==> src/rtl/host_cmd_master_pkg.sv <==
// Shared encodings for the host command master and the system controller:
// command types, frame opcodes, FSM states and frame/response length helpers.
package host_cmd_master_pkg;

  typedef enum logic [1:0] {
    CmdRegWr  = 2'd0,
    CmdRegRd  = 2'd1,
    CmdAluOp  = 2'd2,
    CmdAluNop = 2'd3
  } cmd_type_e;

  typedef enum logic [1:0] {
    StIdle    = 2'd0,
    StSend    = 2'd1,
    StWaitRsp = 2'd2,
    StDone    = 2'd3
  } state_e;

  localparam logic [7:0] OpRegWr  = 8'hAA;
  localparam logic [7:0] OpRegRd  = 8'hBB;
  localparam logic [7:0] OpAluOp  = 8'hCC;
  localparam logic [7:0] OpAluNop = 8'hDD;

  // Index of the last byte of the outgoing frame.
  function automatic logic [1:0] frame_last(input cmd_type_e t);
    logic [1:0] last;
    case (t)
      CmdRegWr: last = 2'd2;
      CmdRegRd: last = 2'd1;
      CmdAluOp: last = 2'd3;
      default:  last = 2'd1;
    endcase
    return last;
  endfunction

  // Index of the last expected response byte (REG_WR never waits).
  function automatic logic rsp_last(input cmd_type_e t);
    return (t == CmdRegRd) ? 1'b0 : 1'b1;
  endfunction

endpackage

==> src/rtl/host_tmo_cnt.sv <==
// Response timeout counter: counts enabled cycles since the last clear and
// flags expire once TMO_CYCLES-1 is reached.
module host_tmo_cnt #(
  parameter int unsigned TMO_CYCLES = 4096
) (
  input  logic CLK,
  input  logic rst,
  input  logic clear,
  input  logic enable,
  output logic expire
);

  localparam int unsigned CntW = (TMO_CYCLES > 2) ? $clog2(TMO_CYCLES) : 1;

  logic [CntW-1:0] cnt_q;

  assign expire = (cnt_q == CntW'(TMO_CYCLES - 1));

  always_ff @(posedge CLK) begin
    if (rst || clear) begin
      cnt_q <= '0;
    end else if (enable && !expire) begin
      cnt_q <= cnt_q + CntW'(1);
    end
  end

endmodule

==> src/rtl/host_cmd_master.sv <==
// Host command master: serialises a command into UART frame bytes, collects
// the response bytes LSB first, and reports completion or timeout.
module host_cmd_master
  import host_cmd_master_pkg::*;
#(
  parameter int unsigned DATA_WIDTH    = 8,
  parameter int unsigned ADDR_SIZE     = 4,
  parameter int unsigned ALU_FUN_WIDTH = 4,
  parameter int unsigned TMO_CYCLES    = 4096
) (
  input  logic                      CLK,
  input  logic                      rst,
  input  logic [1:0]                CMD_TYPE,
  input  logic [ADDR_SIZE-1:0]      CMD_ADDR,
  input  logic [DATA_WIDTH-1:0]     CMD_DATA,
  input  logic [DATA_WIDTH-1:0]     CMD_OPB,
  input  logic [ALU_FUN_WIDTH-1:0]  CMD_FUN,
  input  logic                      CMD_VLD,
  output logic                      CMD_RDY,
  output logic [DATA_WIDTH-1:0]     TX_P_DATA,
  output logic                      TX_D_VLD,
  input  logic                      TX_RDY,
  input  logic [DATA_WIDTH-1:0]     RX_P_DATA,
  input  logic                      RX_D_VLD,
  output logic [2*DATA_WIDTH-1:0]   RSP_DATA,
  output logic                      RSP_VLD,
  output logic                      RSP_TMO
);

  function automatic logic [DATA_WIDTH-1:0] frame_byte(
    input cmd_type_e                 t,
    input logic [1:0]                idx,
    input logic [ADDR_SIZE-1:0]      addr,
    input logic [DATA_WIDTH-1:0]     a,
    input logic [DATA_WIDTH-1:0]     b,
    input logic [ALU_FUN_WIDTH-1:0]  fun
  );
    logic [DATA_WIDTH-1:0] res;
    case (t)
      CmdRegWr: res = DATA_WIDTH'(OpRegWr);
      CmdRegRd: res = DATA_WIDTH'(OpRegRd);
      CmdAluOp: res = DATA_WIDTH'(OpAluOp);
      default:  res = DATA_WIDTH'(OpAluNop);
    endcase
    case (t)
      CmdRegWr: begin
        if (idx == 2'd1) res = DATA_WIDTH'(addr);
        if (idx == 2'd2) res = a;
      end
      CmdRegRd: begin
        if (idx == 2'd1) res = DATA_WIDTH'(addr);
      end
      CmdAluOp: begin
        if (idx == 2'd1) res = a;
        if (idx == 2'd2) res = b;
        if (idx == 2'd3) res = DATA_WIDTH'(fun);
      end
      default: begin
        if (idx == 2'd1) res = DATA_WIDTH'(fun);
      end
    endcase
    return res;
  endfunction

  state_e                     state_q;
  cmd_type_e                  type_q;
  logic [ADDR_SIZE-1:0]       addr_q;
  logic [DATA_WIDTH-1:0]      data_q;
  logic [DATA_WIDTH-1:0]      opb_q;
  logic [ALU_FUN_WIDTH-1:0]   fun_q;
  logic [1:0]                 idx_q;
  logic                       rsp_cnt_q;
  logic [DATA_WIDTH-1:0]      rx_lo_q;
  logic [2*DATA_WIDTH-1:0]    rsp_data_q;
  logic [DATA_WIDTH-1:0]      tx_data_q;
  logic                       tx_vld_q;
  logic                       cmd_rdy_q;
  logic                       rsp_vld_q;
  logic                       rsp_tmo_q;

  logic tx_last;
  logic tmo_clear;
  logic tmo_en;
  logic tmo_expire;

  assign tx_last   = (idx_q == frame_last(type_q));
  assign tmo_en    = (state_q == StWaitRsp);
  assign tmo_clear = ((state_q == StSend) && TX_RDY && tx_last && (type_q != CmdRegWr)) ||
                     ((state_q == StWaitRsp) && RX_D_VLD);

  host_tmo_cnt #(
    .TMO_CYCLES (TMO_CYCLES)
  ) u_tmo_cnt (
    .CLK    (CLK),
    .rst    (rst),
    .clear  (tmo_clear),
    .enable (tmo_en),
    .expire (tmo_expire)
  );

  always_ff @(posedge CLK) begin
    if (rst) begin
      state_q    <= StIdle;
      type_q     <= CmdRegWr;
      addr_q     <= '0;
      data_q     <= '0;
      opb_q      <= '0;
      fun_q      <= '0;
      idx_q      <= '0;
      rsp_cnt_q  <= 1'b0;
      rx_lo_q    <= '0;
      rsp_data_q <= '0;
      tx_data_q  <= '0;
      tx_vld_q   <= 1'b0;
      cmd_rdy_q  <= 1'b1;
      rsp_vld_q  <= 1'b0;
      rsp_tmo_q  <= 1'b0;
    end else begin
      rsp_vld_q <= 1'b0;
      rsp_tmo_q <= 1'b0;
      unique case (state_q)
        StIdle: begin
          if (CMD_VLD) begin
            type_q    <= cmd_type_e'(CMD_TYPE);
            addr_q    <= CMD_ADDR;
            data_q    <= CMD_DATA;
            opb_q     <= CMD_OPB;
            fun_q     <= CMD_FUN;
            idx_q     <= 2'd0;
            rsp_cnt_q <= 1'b0;
            tx_data_q <= frame_byte(cmd_type_e'(CMD_TYPE), 2'd0, CMD_ADDR, CMD_DATA,
                                    CMD_OPB, CMD_FUN);
            tx_vld_q  <= 1'b1;
            cmd_rdy_q <= 1'b0;
            state_q   <= StSend;
          end
        end
        StSend: begin
          if (TX_RDY) begin
            if (tx_last) begin
              tx_vld_q <= 1'b0;
              if (type_q == CmdRegWr) begin
                // Writes carry no response payload.
                rsp_data_q <= '0;
                rsp_vld_q  <= 1'b1;
                state_q    <= StDone;
              end else begin
                state_q <= StWaitRsp;
              end
            end else begin
              idx_q     <= idx_q + 2'd1;
              tx_data_q <= frame_byte(type_q, idx_q + 2'd1, addr_q, data_q, opb_q, fun_q);
            end
          end
        end
        StWaitRsp: begin
          // A received byte always beats a coincident timeout.
          if (RX_D_VLD) begin
            if (rsp_cnt_q == rsp_last(type_q)) begin
              rsp_data_q <= rsp_cnt_q ? {RX_P_DATA, rx_lo_q}
                                      : {{DATA_WIDTH{1'b0}}, RX_P_DATA};
              rsp_vld_q  <= 1'b1;
              state_q    <= StDone;
            end else begin
              rx_lo_q   <= RX_P_DATA;
              rsp_cnt_q <= 1'b1;
            end
          end else if (tmo_expire) begin
            rsp_tmo_q <= 1'b1;
            cmd_rdy_q <= 1'b1;
            state_q   <= StIdle;
          end
        end
        StDone: begin
          cmd_rdy_q <= 1'b1;
          state_q   <= StIdle;
        end
        default: begin
          cmd_rdy_q <= 1'b1;
          state_q   <= StIdle;
        end
      endcase
    end
  end

  assign CMD_RDY   = cmd_rdy_q;
  assign TX_P_DATA = tx_data_q;
  assign TX_D_VLD  = tx_vld_q;
  assign RSP_DATA  = rsp_data_q;
  assign RSP_VLD   = rsp_vld_q;
  assign RSP_TMO   = rsp_tmo_q;

endmodule

==> config.mk <==
export PLATFORM = sky130hd
export DESIGN_NAME = host_cmd_master
export DESIGN_NICKNAME = d
export VERILOG_FILES = /design/src/rtl/host_cmd_master_pkg.sv /design/src/rtl/host_tmo_cnt.sv /design/src/rtl/host_cmd_master.sv
export SDC_FILE = /design/constraint.sdc
export NUM_CORES = 1
export LEC_CHECK = 0
export BUFFER_PORTS_ARGS = -buffer_cell sky130_fd_sc_hd__clkbuf_2
export CAP_MARGIN = 25
export CORE_MARGIN = 4
export CORE_UTILIZATION = 24
export DETAILED_ROUTE_END_ITERATION = 10
export HOLD_SLACK_MARGIN = 0.05
export MAX_ROUTING_LAYER = met4
export PLACE_DENSITY = 0.49
export SYNTH_ARGS = -nofsm -noshare
export SYNTH_HDL_FRONTEND = slang
export SYNTH_SLANG_ARGS = --single-unit
==> constraint.sdc <==
create_clock -name CLK -period 2.1 [get_ports CLK]
set_input_delay 0.105 -clock CLK [delete_from_list [all_inputs] [get_ports CLK]]
set_output_delay 0.105 -clock CLK [all_outputs]
set_load 0.01 [all_outputs]
Yosys cells after proc, flatten, opt, wreduce, memory -nomap -nowiden
Index checks and enable logic that the tools add are counted.

word-level totals
  output and inout port bits = 28
  input bits = 39
  register bits = 79

cells by class
  add/sub/neg operators = 2
  eq/ne operators = 25
  bitwise logic cells = 2
  mux-type cells = 52
  reduce and logical (&&, ||, !) cells = 25

operators with widths
  operator                 count
  $mux W16                 6
  $mux W8                  9
  $pmux W7 S3              2
  $pmux W16 S2             1
  $pmux W8 S3              1
  $mux W2                  9
  $ne A2 B2 Y1 const B     9
  $mux W1                  16
  $pmux W8 S2              1
  $reduce_and A4 Y1        4
  $add A12 B1 Y12 const B  1
  $eq A12 B12 Y1 const B   1
  $eq A2 B2 Y1 const B     6
  $eq A2 B1 Y1 const B     4
  $pmux W2 S2              2
  $pmux W2 S4              1
  $reduce_bool A2 Y1       4
  $logic_not A2 Y1         3
  $ne A3 B3 Y1 const B     2
  $pmux W1 S2              3
  $reduce_and A6 Y1        1
  $logic_and A1 B1 Y1      5
  $reduce_and A5 Y1        1
  $pmux W1 S3              1
  other kinds (11)         13

Depth between registers and ports, before layout
Gate-level depths: netlist (run 1).

  word-level depth = 9
  depth in mapped cells = 10

Cells and area by module
A second synthesis (run 1) with hierarchy kept.

second synthesis, totals
  cells, all modules = 466
  area total of the unflattened synthesis = 3809.9 sq um

by module, submodules not included
  module           times used  area each (sq um)  seq. area each (sq um)  cells an instance
  host_cmd_master  1           3191.8             1341.3                  393
  host_tmo_cnt     1           618.1              240.2                   73

Least setup slack after synthesis (run 1)
OpenSTA, ideal clock, no wires.

  kind = register -> register
  from = register state_q[1]
  to = register state_q[1]
  setup slack = 0.255 ns
  path buffers = 1
  data arrival time = 1.774 ns
  cell stages (with the launch flop) = 8
  library setup time = 0.070 ns
  cell sequence = dfxtp_1 > inv_1 > ha_1 > clkbuf_1 > o211ai_1 > o2111ai_1 > or4_1 > a21oi_1

between the ends
  longest elaborated chain between the ends = 3
  elaborated cells between the ends (all ways) = 11
  classes of those cells = eq/ne: 8; mux: 1; reduce/logical: 2

ends and longest elaborated chain
  what                                                           line                    source
  from (decl)                                                    host_cmd_master.sv:65   state_e state_q;
  from (signal assigned)                                         host_cmd_master.sv:103  state_q <= StIdle;
  from (signal assigned)                                         host_cmd_master.sv:135  state_q <= StSend;
  from (signal assigned)                                         host_cmd_master.sv:146  state_q <= StDone;
  $eq A2 B2 Y1, or another cell as far along                     host_cmd_master.sv:121  unique case (state_q)
  $ne A3 B3 Y1 (no line) / $ne A2 B2 Y1 (equally long branches)  n/a
  $reduce_and A5 Y1 (no line)                                    n/a

Several ways; a longest one is shown, not always the timed one.
A chain may end at the register's enable or synchronous reset.

Final worst setup path (run 1)
  from = register state_q[1]
  to = register tx_data_q[4] (netlist: TX_P_DATA[4])

between the ends
  longest elaborated chain between the ends = 3
  elaborated cells between the ends (all ways) = 8
  classes of those cells = eq/ne: 4; mux: 1; reduce/logical: 3

ends and longest elaborated chain
  what                                                                 line                    source
  $eq A2 B1 Y1 / $logic_not A2 Y1 (equally long branches)              host_cmd_master.sv:121
  $ne A2 B2 Y1 (no line) / $reduce_bool A2 Y1 (equally long branches)  n/a
  $reduce_and A4 Y1 (no line)                                          n/a
  to (signal assigned)                                                 host_cmd_master.sv:131  tx_data_q <= frame_byte(cmd_type_e'(CMD_TYPE), 2'd0, CMD_ADDR, CMD_DATA,
  to (signal assigned)                                                 host_cmd_master.sv:152  tx_data_q <= frame_byte(type_q, idx_q + 2'd1, addr_q, data_q, opb_q, fun_q);
  to (decl)                                                            host_cmd_master.sv:75   logic [DATA_WIDTH-1:0] tx_data_q;

Several ways; a longest one is shown, not always the timed one.

==> impl_results.md, run 1 <==
- Status: complete, no violations
- CP Capture Point: TX_P_DATA[4]$_SDFFE_PP0P_
- Initial DRT Pass Iterations: 4
- Critical Path Source: state_q[1]$_SDFFE_PP0P_
- PwrDens: 1040 mW/mm²
- Crit. End Element: register
- Top achievable clock speed: 511 MHz
- Finish-stage setup viols: 0
- Row count: 45
- Io pins: 67
- Post-synth EDFFs: 0
- N_diodes: 0
- GRT overflow: 0
- Average wire per standard cell: 13.7 µm
- Num CTS Buffers: 9
- Core area: 0.0153 mm²
- Post-route ant nets: 0
- Synth area leaders: dfxtp_1, a21oi_1, nand2_1
- Die width: 134 µm
- Tmin final: 1960 ps
- Final GP Congestion: 0.791
- Synthesized net count: 525
- Initial drt markers: 193
- Slew margin rel.: 0.628
- First-pass GRT wire length: 17,800 µm
- Clock buffer depth: 2
- VDD IR max: 0.377 mV
- Prevailing post-synth register cell: dfxtp_1
- CTS H-tree lvls: 3
- Skew-Pair Late Insertion Delay: 330 ps
- Starting Density: 0.248
- Count leader, synth: dfxtp_1
- Share of post-route cells with drive strength above 1: 0.208
- CTS Root Cell: clkbuf_16
- Worst Skew: 2.68 ps
- Die Y: 134 µm
- Critical R2R Launch: state_q[1]$_SDFFE_PP0P_
- Area fraction of the dominant cell type after synthesis: 0.417
- Synth Register Bits: 79
- Setup TNS: 0 ps
- Instance count of the mapped netlist: 478
- Seq/Total Area, Yosys: 0.417
- CTS tree: done
- PortBufs: 66
- Via density: 4.57
- Crit Path Category: reg -> reg
- Post-route clock period utilization: 0.932
- R2R setup slack: 140 ps
- CTS Sinks: 79
- Max_cap viols: 0
- Crit path DAT: 2240 ps
- All-Layer GR Usage: 0.127
- Hold Path Class: in -> reg
- Fill count: 1,651
- WL final: 10,800 µm
- Post-DP HPWL: 8000 µm
- Die area: 0.0179 mm²
- Max-slew violations: 0
- Syn. warnings: 0
- Worst Tran Pin Value: 558 ps
- Vias: 3,609
- Reg2Reg Depth: 7
- Critical-path maximum fanout: 10
- Post-synth top area cell: dfxtp_1
- Setup crit start kind: register
- Unrepaired setup endpoints after global routing: false
- P_leak: 1.92 nW
- R2R Path End: TX_P_DATA[4]$_SDFFE_PP0P_
- Asr flop ratio synth: 0
- Pre-CTS setup slack: 40.8 ps
- # nets final: 621
- Final Hold Viols: 0
- Clk slew on worst S/H paths: 60 ps
- Synth top cells by count: dfxtp_1, nand2_1, a21oi_1
- WP data required: 2380 ps
- Final worst slack: 142 ps
- Vias in the first global route: 3,578
- Average size of a mapped cell: 7.93 µm²
- Synth unique cells: 52
- Largest net degree at the start of global routing: 27
- Synth Cell Area: 0.00379 mm²
- Initial antenna violation count: 0
- Number of remaining DRC errors: 0
- Area Growth Syn to Fin: 33.8%
## state kept, by name (all words and copies together) (netlist names), 2 cells and up
signal / cells
data_q: 8
opb_q: 8
state_q: 2
fun_q: 4
rx_lo_q: 8
TX_P_DATA: 8
addr_q: 4
idx_q: 2
u_tmo_cnt.cnt_q: 12
RSP_DATA: 16
type_q: 2
## cell families after synthesis
family	after synthesis	share of synthesized area
mux	20	0.0554
simple gates	174	0.212
xor+xnor	13	0.0300
buf+inv	52	0.0531
flops	79	0.417
compound gates	132	0.206
fa+ha+maj	8	0.0264
## layout by cell type, fill, tap and decap left out, types with 8 or more instances in the layout
cell type	instances
nand2_1	71
nand4_1	16
mux2_2	8
nor2_1	41
clkbuf_16	9
a21oi_1	59
nand3_1	10
inv_1	16
mux2i_1	12
clkbuf_2	66
o21ai_0	32
dfxtp_1	79
buf_4	20
xnor2_1	11
dlygate4sd3_1	33
## worst max-delay path, stage by stage (launching register included)
cell and delay [ps]:
dfxtp_1 380, inv_1 80, ha_1 300, nand2b_1 180, o211ai_1 180, a21o_2 310, nor4_1 320, a31o_2 150
## how the worst min path moves through the flow
stage	from	endpoint	slack, ps	cells past startpoint
finish	RX_P_DATA[0]	rx_lo_q[0]$_SDFFE_PP0P_	60	3
global route	RX_P_DATA[0]	rx_lo_q[0]$_SDFFE_PP0P_	70	3
CTS	RX_P_DATA[2]	RSP_DATA[10]$_SDFFE_PP0P_	50	3
detailed placement	CMD_OPB[4]	opb_q[4]$_SDFFE_PP0P_	340	3
global placement	CMD_OPB[6]	opb_q[6]$_SDFFE_PP0P_	330	3
floorplan	RX_D_VLD	RSP_TMO$_SDFF_PP0_	180	1
## timing repair
item / CTS / global route
setup buffers: 0 / 0
hold endpoints to repair: 34 / 0
hold buffers: 33 / 0
gates resized for setup: 0 / 6
endpoints found under the setup margin: 0 / 12
## per-layer routing
layer,vias up,part of all wire,global-route usage
li1,1867,-,-
met5,-,0,-
met3,7,0.039,0.0238
met1,1662,0.50,0.171
met4,0,0.013,0.0406
met2,73,0.45,0.192
## stage by stage
stage / utilization / total power, mW / instances / instance area (µm²) / hold slack, ps
after global routing: 0.331 / 5.64 / 789 / 5070 / 65.9
after detailed placement: 0.288 / 3.68 / 741 / 4420 / 339
after floorplan: - / 3.01 / 478 / 3790 / 182
after CTS: 0.329 / 5.30 / 789 / 5050 / 51.5
final: 0.331 / 5.27 / 789 / 5070 / 62.9
after global placement: 0.288 / 3.66 / 741 / 4420 / 327
## area by class of cell
type	count	area, µm²	area share
Timing Repair Buffer	120	831	0.164
Clock buffer	11	253	0.0498
Inverter	17	63.8	0.0126
Tap cell	211	264	0.0521
Clock inverter	4	45.0	0.00888
Multi-Input combinational cell	347	2030	0.401
Sequential cell	79	1580	0.312
## power by group
group	leakage [nW]	internal, mW	switching [mW]
clock	0.151	0.971	0.583
sequential	0.643	1.71	0.150
combinational	1.12	0.720	1.13
Note: power is estimated with default switching activity, not from simulation.
==> run 2: changes to the inputs <==
--- a/config.mk
+++ b/config.mk
@@ -8,11 +8,12 @@
 export BUFFER_PORTS_ARGS = -buffer_cell sky130_fd_sc_hd__clkbuf_2
 export CAP_MARGIN = 25
 export CORE_MARGIN = 4
-export CORE_UTILIZATION = 24
+export CORE_UTILIZATION = 55
 export DETAILED_ROUTE_END_ITERATION = 10
 export HOLD_SLACK_MARGIN = 0.05
 export MAX_ROUTING_LAYER = met4
-export PLACE_DENSITY = 0.49
+export PLACE_DENSITY = 0.87
+export SLEW_MARGIN = 25
 export SYNTH_ARGS = -nofsm -noshare
 export SYNTH_HDL_FRONTEND = slang
 export SYNTH_SLANG_ARGS = --single-unit
==> impl_results.md, run 2 (same netlist as run 1, synthesis figures left out) <==
- Max-slew violations: 0 (unchanged)
- Critical-path maximum fanout: 9 (was 10)
- Slew margin rel.: 0.593 (was 0.628)
- Fill count: 472 (was 1,651)
- HP Start: CMD_VLD (was RX_P_DATA[0])
- Final GP Congestion: 0.916 (was 0.791)
- CTS H-tree lvls: 3 (unchanged)
- WHS: 206 ps (was 62.9 ps)
- Number of remaining DRC errors: 0 (unchanged)
- Die width: 91.0 µm (was 134 µm)
- Hold depth: 3 (unchanged)
- GRT overflow: 0 (unchanged)
- Die area: 0.00829 mm² (was 0.0179 mm²)
- Final Power: 4.88 mW (was 5.27 mW)
- Clk slew on worst S/H paths: 80 ps (was 60 ps)
- N_diodes: 0 (unchanged)
- P_leak: 1.85 nW (was 1.92 nW)
- # nets final: 618 (was 621)
- Die Y: 91.0 µm (was 134 µm)
- Num CTS Buffers: 9 (unchanged)
- Max_cap viols: 0 (unchanged)
- Finished Cell Area: 0.00479 mm² (was 0.00507 mm²)
- Finish-stage setup viols: 0 (unchanged)
- Average wire per standard cell: 15.8 µm (was 13.7 µm)
- All-Layer GR Usage: 0.253 (was 0.127)
- Vias: 3,879 (was 3,609)
- Setup crit start kind: register (unchanged)
- WP data required: 2330 ps (was 2380 ps)
- Hold Path Class: in -> reg (unchanged)
- PwrDens: 1020 mW/mm² (was 1040 mW/mm²)
- Skew-Pair Late Insertion Delay: 360 ps (was 330 ps)
- Most frequent cells in the layout: dfxtp_1, nand2_1, clkbuf_2, a21oi_1, nor2_1 (unchanged)
- Crit path DAT: 2220 ps (was 2240 ps)
- Setup TNS: 0 ps (unchanged)
- Final worst slack: 106 ps (was 142 ps)
- VDD IR max: 0.488 mV (was 0.377 mV)
- Unrepaired setup endpoints after global routing: false (unchanged)
- Clock buffer depth: 2 (unchanged)
- CTS tree: done (unchanged)
- Area after DPL: 0.00420 mm² (was 0.00442 mm²)
- Top achievable clock speed: 501 MHz (was 511 MHz)
- Crit. End Element: register (unchanged)
- Worst Tran Pin Value: 611 ps (was 558 ps)
- Initial antenna violation count: 0 (unchanged)
- Post-route ant nets: 0 (unchanged)
- Io pins: 67 (unchanged)
- Initial drt markers: 295 (was 193)
- Final Hold Viols: 0 (unchanged)
- Post-route clock period utilization: 0.950 (was 0.932)
- Critical R2R Launch: type_q[0]$_SDFFE_PP0P_ (was state_q[1]$_SDFFE_PP0P_)
- Vias in the first global route: 3,618 (was 3,578)
- Via density: 5.94 (was 4.57)
- Placed Cells: 602 (was 741)
- Initial DRT Pass Iterations: 6 (was 4)
- Worst Skew: 14.4 ps (was 2.68 ps)
- Post-DP HPWL: 6750 µm (was 8000 µm)
- Max FFs per register: 16 (unchanged)
- Status: complete, no violations (unchanged)
- WL final: 10,300 µm (was 10,800 µm)
- Starting Density: 0.580 (was 0.248)
- PortBufs: 66 (unchanged)
- Crit Path Category: reg -> reg (unchanged)
- Pre-CTS setup slack: 59.1 ps (was 40.8 ps)
- Critical Path Source: type_q[0]$_SDFFE_PP0P_ (was state_q[1]$_SDFFE_PP0P_)
- Reg2Reg Depth: 6 (was 7)
- Tmin final: 1990 ps (was 1960 ps)
- First-pass GRT wire length: 16,900 µm (was 17,800 µm)
- Finished Layout Cells: 653 (was 789)
- Largest net degree at the start of global routing: 36 (was 27)
- CTS Root Cell: clkbuf_8 (was clkbuf_16)
- Area Growth Syn to Fin: 26.3% (was 33.8%)
- CTS Sinks: 79 (unchanged)
- Most common cell after layout, fill and taps aside: dfxtp_1 (unchanged)
- Core area: 0.00653 mm² (was 0.0153 mm²)
- Layout Utilization: 0.733 (was 0.331)
- Row count: 29 (was 45)
- Share of post-route cells with drive strength above 1: 0.205 (was 0.208)
[run 2: changes by cell type in the layout (fill, tap and decap cells not counted), moves of 2 or more]
cell,delta
dlygate4sd3_1,+2
clkbuf_8,+7
clkinvlp_4,+2
clkbuf_16,-9
buf_4,-4
[run 2: final cells by class]
type                       instances  area, µm²  share of cell area
multi-input combinational        347       2030               0.425
sequential                        79       1580               0.330
timing repair buffer             117        801               0.167
clock buffer                      10        128              0.0267
tap                               77       96.3              0.0201
clock inverter                     6       85.1              0.0178
inverter                          17       63.8              0.0133
[run 2: critical path: stages (launching register included)]
cell and delay (ps):
dfxtp_1 520, nor2b_1 370, xnor2_1 230, and2_1 270, buf_4 220, mux2i_1 210, nor2_1 50
[run 2: layer usage]
metal | track usage | vias to the layer above | routed length [µm]
li1 | - | 1858 | -
met1 | 0.334 | 1790 | 4300
met2 | 0.387 | 209 | 4870
met3 | 0.0413 | 22 | 984
met4 | 0.0992 | 0 | 188
met5 | - | - | 0
[run 2: where the power goes]
group | switching, mW | total, mW | internal (mW)
registers | 0.153 | 1.86 | 1.71
logic | 1.12 | 1.79 | 0.664
clock network | 0.559 | 1.22 | 0.666
[run 2: timing repair]
action | CTS | global route
hold buffers | 35 | 0
buffers inserted | 0 | 0
setup endpoints to repair | 0 | 22
hold endpoints to repair | 42 | 0
resized for setup | 0 | 9
[run 2: path summary, 6_finish.rpt]
path	to	slack, ps
worst max-delay path	rx_lo_q[1]$_SDFFE_PP0P_	110
worst min-delay path	rsp_cnt_q$_SDFFE_PP0P_	210
worst max register to register	rx_lo_q[1]$_SDFFE_PP0P_	110
worst min register to register	data_q[2]$_SDFFE_PP0P_	460
